<file path="config.mk">
export PLATFORM = sky130hd
export DESIGN_NAME = adc_spi_rx
export DESIGN_NICKNAME = d
export VERILOG_FILES = /design/src/rtl/adc_spi_rx_pkg.sv /design/src/rtl/adc_spi_rx_sample_tick_gen.sv /design/src/rtl/adc_spi_rx.sv
export SDC_FILE = /design/constraint.sdc
export NUM_CORES = 1
export LEC_CHECK = 0
export ABC_AREA = 1
export CORE_ASPECT_RATIO = 1.75
export CORE_UTILIZATION = 59
export DETAILED_ROUTE_END_ITERATION = 7
export PLACE_DENSITY = 0.84
export REMOVE_ABC_BUFFERS = 1
export SLEW_MARGIN = 15
export SYNTH_ARGS = -nofsm -noshare
export SYNTH_HDL_FRONTEND = slang
export SYNTH_SLANG_ARGS = --single-unit
</file>
<file path="constraint.sdc">
create_clock -name clk -period 4.43 [get_ports clk]
set_clock_uncertainty 0.2 [all_clocks]
set_input_delay 0.443 -clock clk [delete_from_list [all_inputs] [get_ports clk]]
set_output_delay 0.443 -clock clk [all_outputs]
set_load 0.005 [all_outputs]
</file>
<file path="src/rtl/adc_spi_rx_pkg.sv">
// Shared definitions for the serial ADC receive front end: default geometry
// and the frame sequencer state encoding.
package adc_spi_rx_pkg;

    localparam int unsigned DefDwidth = 10;
    localparam int unsigned DefLead   = 2;
    localparam int unsigned DefClkdiv = 4;
    localparam int unsigned DefPwidth = 16;

    // Encodings are fixed so other stages and debug views agree on them
    typedef enum logic [2:0] {
        StIdle  = 3'd0,
        StSetup = 3'd1,
        StShift = 3'd2,
        StHold  = 3'd3,
        StQuiet = 3'd4
    } adc_state_e;

endpackage

</file>
<file path="src/rtl/adc_spi_rx_sample_tick_gen.sv">
// Periodic tick generator: one registered tick every sample_period+1 clk
// cycles while enabled. Shared by the periodic stages of the acquisition chain.
module sample_tick_gen #(
    parameter int unsigned PWIDTH = 16
) (
    input  logic              clk,
    input  logic              reset,
    input  logic              enable,
    input  logic [PWIDTH-1:0] sample_period,
    output logic              tick
);

    logic [PWIDTH-1:0] cnt_q;
    logic              tick_q;
    logic              wrap;

    // >= rather than == so a lowered period takes effect immediately
    assign wrap = (cnt_q >= sample_period);

    // Period counter and registered tick; held in reset while disabled
    always_ff @(posedge clk or negedge reset) begin
        if (!reset) begin
            cnt_q  <= '0;
            tick_q <= 1'b0;
        end else if (!enable) begin
            cnt_q  <= '0;
            tick_q <= 1'b0;
        end else begin
            tick_q <= wrap;
            cnt_q  <= wrap ? '0 : cnt_q + PWIDTH'(1);
        end
    end

    assign tick = tick_q;

endmodule

</file>
<file path="src/rtl/adc_spi_rx.sv">
// SPI master for a serial ADC. Each accepted tick runs one frame:
// cs_n low, CLKDIV setup cycles, LEAD+DWIDTH SCLK periods, CLKDIV hold cycles,
// then cs_n high with a fresh sample and CLKDIV quiet cycles.
module adc_spi_rx
    import adc_spi_rx_pkg::*;
#(
    parameter int unsigned DWIDTH = DefDwidth,
    parameter int unsigned LEAD   = DefLead,
    parameter int unsigned CLKDIV = DefClkdiv,
    parameter int unsigned PWIDTH = DefPwidth
) (
    input  logic              clk,
    input  logic              reset,
    input  logic              enable,
    input  logic [PWIDTH-1:0] sample_period,
    input  logic              adc_miso,
    output logic              adc_cs_n,
    output logic              adc_sclk,
    output logic [DWIDTH-1:0] data_out,
    output logic              sample_out,
    output logic              overrun
);

    localparam int unsigned NBITS   = LEAD + DWIDTH;
    localparam int unsigned BitCntW = $clog2(NBITS + 1);
    localparam int unsigned DivCntW = $clog2(CLKDIV);

    localparam logic [DivCntW-1:0] DivLast = DivCntW'(CLKDIV - 1);
    localparam logic [BitCntW-1:0] BitLast = BitCntW'(NBITS - 1);

    logic               tick;
    adc_state_e         state_q;
    logic [DivCntW-1:0] div_q;
    logic [BitCntW-1:0] bit_q;
    logic [NBITS-1:0]   shreg_q;
    logic               cs_n_q;
    logic               sclk_q;
    logic [DWIDTH-1:0]  data_q;
    logic               sample_q;
    logic               overrun_q;
    logic               div_end;

    sample_tick_gen #(
        .PWIDTH (PWIDTH)
    ) u_tick_gen (
        .clk           (clk),
        .reset         (reset),
        .enable        (enable),
        .sample_period (sample_period),
        .tick          (tick)
    );

    assign div_end = (div_q == DivLast);

    // Frame sequencer with divider, bit counter, shift register and registered outputs
    always_ff @(posedge clk or negedge reset) begin
        if (!reset) begin
            state_q   <= StIdle;
            div_q     <= '0;
            bit_q     <= '0;
            shreg_q   <= '0;
            cs_n_q    <= 1'b1;
            sclk_q    <= 1'b0;
            data_q    <= '0;
            sample_q  <= 1'b0;
            overrun_q <= 1'b0;
        end else begin
            sample_q  <= 1'b0;
            // A tick outside IDLE is dropped; the running frame is untouched
            overrun_q <= tick && (state_q != StIdle);

            unique case (state_q)
                StIdle: begin
                    if (tick) begin
                        state_q <= StSetup;
                        cs_n_q  <= 1'b0;
                        div_q   <= '0;
                    end
                end

                StSetup: begin
                    if (div_end) begin
                        state_q <= StShift;
                        div_q   <= '0;
                        bit_q   <= '0;
                    end else begin
                        div_q <= div_q + DivCntW'(1);
                    end
                end

                StShift: begin
                    if (div_end) begin
                        div_q <= '0;
                        if (!sclk_q) begin
                            // SCLK is ours, so MISO is stable here without a synchronizer
                            sclk_q  <= 1'b1;
                            shreg_q <= {shreg_q[NBITS-2:0], adc_miso};
                        end else begin
                            sclk_q <= 1'b0;
                            if (bit_q == BitLast) begin
                                state_q <= StHold;
                            end else begin
                                bit_q <= bit_q + BitCntW'(1);
                            end
                        end
                    end else begin
                        div_q <= div_q + DivCntW'(1);
                    end
                end

                StHold: begin
                    if (div_end) begin
                        state_q  <= StQuiet;
                        div_q    <= '0;
                        cs_n_q   <= 1'b1;
                        data_q   <= shreg_q[DWIDTH-1:0];
                        sample_q <= 1'b1;
                    end else begin
                        div_q <= div_q + DivCntW'(1);
                    end
                end

                StQuiet: begin
                    if (div_end) begin
                        state_q <= StIdle;
                        div_q   <= '0;
                    end else begin
                        div_q <= div_q + DivCntW'(1);
                    end
                end

                default: begin
                    state_q <= StIdle;
                    div_q   <= '0;
                    cs_n_q  <= 1'b1;
                    sclk_q  <= 1'b0;
                end
            endcase
        end
    end

    // Leading null/start bits are shifted in but never presented
    if (LEAD > 0) begin : g_lead
        logic unused_lead;
        assign unused_lead = ^shreg_q[NBITS-1:DWIDTH];
    end

    assign adc_cs_n   = cs_n_q;
    assign adc_sclk   = sclk_q;
    assign data_out   = data_q;
    assign sample_out = sample_q;
    assign overrun    = overrun_q;

endmodule

</file>
==> results_dict.tcl <==
set metrics [dict create \
    wl_met3_um 83 \
    fp.dieW_um 52.6 \
    syn_avg_cell_area_um2 8.30 \
    yosysUniqueCellTypes 26 \
    grt_pass1_wl_mm 8.77 \
    yosys-top-cells-count "71 x nand2_1, 52 x inv_1, 49 x dfrtp_1" \
    critPathSlowestCell "clkdlybuf4s50_1" \
    peakVddDrop_mv 0.260 \
    clk_pin_slew_ns 0.09 \
    start_kind "primary input" \
    layout-drive-gt1-share 0.0674 \
    chipHeight_um 90.6 \
    seqPwrFrac 0.480 \
    h-tree-depth 2 \
    max_slew.worst_pin.slew_ns 0.611 \
    vias 2119 \
    power.density_nw_per_um2 383 \
    clock-sinks 50 \
    gp_congestion 0.791 \
    viasPerCell 5.23 \
    drv_slew 0 \
    grt_pass1_vias 2112 \
    synthArstFlopShare 1.00 \
    ys_seq_area_frac 0.473 \
    setup_tns_ns 0 \
    clk_latency_ns 0.31 \
    rsz0062_at_grt "no" \
    die-area_um2 4770 \
    post-cts-setup-buffers 0 \
    nets 394 \
    rows 31 \
    slowest_delay_ns 0.46 \
    drtPass1Iterations 4 \
    wl_met1_mm 1.90 \
    power.total_mw 1.19 \
    drc_errors 0 \
    switching_power_mw 0.402 \
    grt_use_total 0.246 \
    slew_headroom 0.592 \
    maxCapViolations 0 \
    drt_iter0_drc 26 \
    tritoncts "yes" \
    syn_area_um2 2650 \
    cp_cell_sequence "clkdlybuf4s50_1 -> inv_1 -> ha_1 -> nand2_1 -> nor2_1 -> nor2_1 -> nand2_1 -> nand2_1 -> nand2_1 -> nand2_1 -> nand3_2 -> nor2_1" \
    yosysWarnings 0 \
    worstPathRequired_ns 4.45 \
    power_frac_clock 0.236 \
    synth_ff_type "dfrtp_1" \
    path_max_fanout 16 \
    topRoutingLayerUsed "met4" \
    core_area_um2 4230 \
    p_leak_nw 1.51 \
    insertedDiodeCount 0 \
    synth-edff-count 0 \
    hold_viol 0 \
    grt_antenna_before_repair 0 \
    setup_viol 0 \
    status "finished, final reports clean" \
    initial_core_util 0.626 \
    synth_area_leaders "dfrtp_1 46%, nand2_1 10%, ha_1 9.0%" \
    area_growth_syn_to_layout_pct 17.9 \
    pwr-share-comb 0.284 \
    min_period_ns 2.18 \
    hpwl_mm 3.78 \
    ant_nets 0 \
    synth-seq-cells 50 \
    fin_crit_sh 0.493 \
    crit_top_cell "nand2_1" \
    totalWireLength_mm 4.98 \
    port_buffers 33 \
    grt_max_degree 51 \
    numCtsBuffers 5 \
    synth_top_area_share 0.463 \
    p_int_mw 0.793 \
    switching_share 0.336 \
    clk_path_buf_depth 2 \
    synth_cells 319 \
    root_buffer "clkbuf_8" \
    cp-end-kind "flop" \
    io_pins 34 \
    synth_top_area_cell "dfrtp_1" \
    overflow 0 \
    routedWlPerCell_um 12.3 \
    max_clock_freq_mhz 458 \
    synth.most_common_cell "nand2_1" \
    critPathKind "in2reg" \
    dr_wl_met2_mm 2.85 \
    fillers 327 \
    arrival_ns 2.21 \
    hold_path.class "reg2reg" \
]
==> power groups by stage <==
stage | registers [mW] | clock network [mW] | logic, mW
floorplan | 0.575 | 0 | 0.216
global placement | 0.581 | 0 | 0.321
detailed placement | 0.583 | 0 | 0.336
CTS | 0.574 | 0.288 | 0.343
global route | 0.585 | 0.308 | 0.385
finish | 0.573 | 0.282 | 0.339
==> per-stage QoR <==
step / instances / setup WS (ns) / util / hold slack, ns / instance area [µm²]
6_report: 405 / 2.25 / 0.738 / 0.291 / 3120
5_1_grt: 405 / 2.07 / 0.738 / 0.324 / 3120
4_1_cts: 404 / 2.22 / 0.735 / 0.168 / 3110
3_5_place_dp: 396 / 1.91 / 0.712 / 0.277 / 3010
3_3_place_gp: 396 / 1.98 / 0.712 / 0.264 / 3010
2_1_floorplan: 314 / 2.69 / - / -0.0526 / 2620
==> worst max-delay path: cells and delay by family <==
family | cells | cell delay [ns]
adder cells (fa/ha/maj) | 1 | 0.30
buffers and inverters | 2 | 0.50
AND/OR/NAND/NOR | 9 | 0.96
==> flip-flops by register name (all words and copies together) (netlist names) <==
name,cells
u_tick_gen.cnt_q,16
data_out,10
bit_q,4
u_tick_gen.tick,1
state_q,3
adc_cs_n,1
adc_sclk,1
sample_out,1
div_q,2
overrun,1
shreg_q,10
==> final timing paths <==
path	startpoint	to	slack (ns)	cells after the start
worst max-delay path	sample_period[3]	u_tick_gen.cnt_q[1]	2.25	12
worst min-delay path	adc_cs_n	adc_cs_n	0.29	2
worst max register to register	u_tick_gen.cnt_q[3]	u_tick_gen.cnt_q[1]	2.42	10
worst min register to register	adc_cs_n	adc_cs_n	0.29	2
max in group asynchronous	reset	data_out[0]	3.13	2
min in group asynchronous	reset	bit_q[0]	0.48	2
==> layout make-up <==
cell class	count	area, µm²	share of cell area
Clock buffer	6	82.6	0.0265
Clock inverter	2	17.5	0.00561
Inverter	55	206	0.0661
Multi-Input combinational cell	209	1160	0.373
Sequential cell	50	1250	0.401
Tap cell	49	61.3	0.0196
Timing Repair Buffer	34	338	0.108
==> layer usage <==
metal | vias up | track usage
li1 | 1069 | -
met1 | 1001 | 0.262
met2 | 35 | 0.446
met3 | 14 | 0.0370
met4 | 0 | 0.114
met5 | - | 0
==> kinds of logic (layout without fill, tap and decap cells) <==
| group | Yosys count | in the layout | synth area share |
|---|---|---|---|
| xor gates and xnor gates | 13 | 13 | 0.0430 |
| adders and majority gates | 19 | 19 | 0.0898 |
| and+or+nand+nor | 134 | 134 | 0.221 |
| DFF | 50 | 50 | 0.473 |
| buffers and inverters | 60 | 97 | 0.0874 |
| AOI/OAI and AO/OA | 43 | 43 | 0.0860 |
==> placed cells by master (no fill, tap or decap) <==
master           instances
nor2_2                   2
o21ai_1                  9
nand3_2                  2
a21boi_0                 1
inv_2                    3
dlygate4sd3_1            1
inv_1                   52
nor3_4                   1
dfstp_2                  1
buf_4                    1
ha_1                    19
nor3_2                   2
nor3_1                   2
dfrtp_1                 49
xnor2_1                  3
a21oi_1                  9
nor2_1                  33
xor2_1                  10
clkbuf_8                 6
clkdlybuf4s50_1         32
nand2_1                 71
nand3_1                 13
a22o_1                   1
o21a_1                   1
o21ai_2                  1
o21ai_0                 21
clkinv_4                 2
nand4_1                  5
nand2_2                  3
==> what timing repair did <==
item                      4_1_cts  5_1_grt
hold buffers                    0        1
hold endpoints to repair        0       30
resized for setup               0        0
Power figures use the tool's default switching activity.
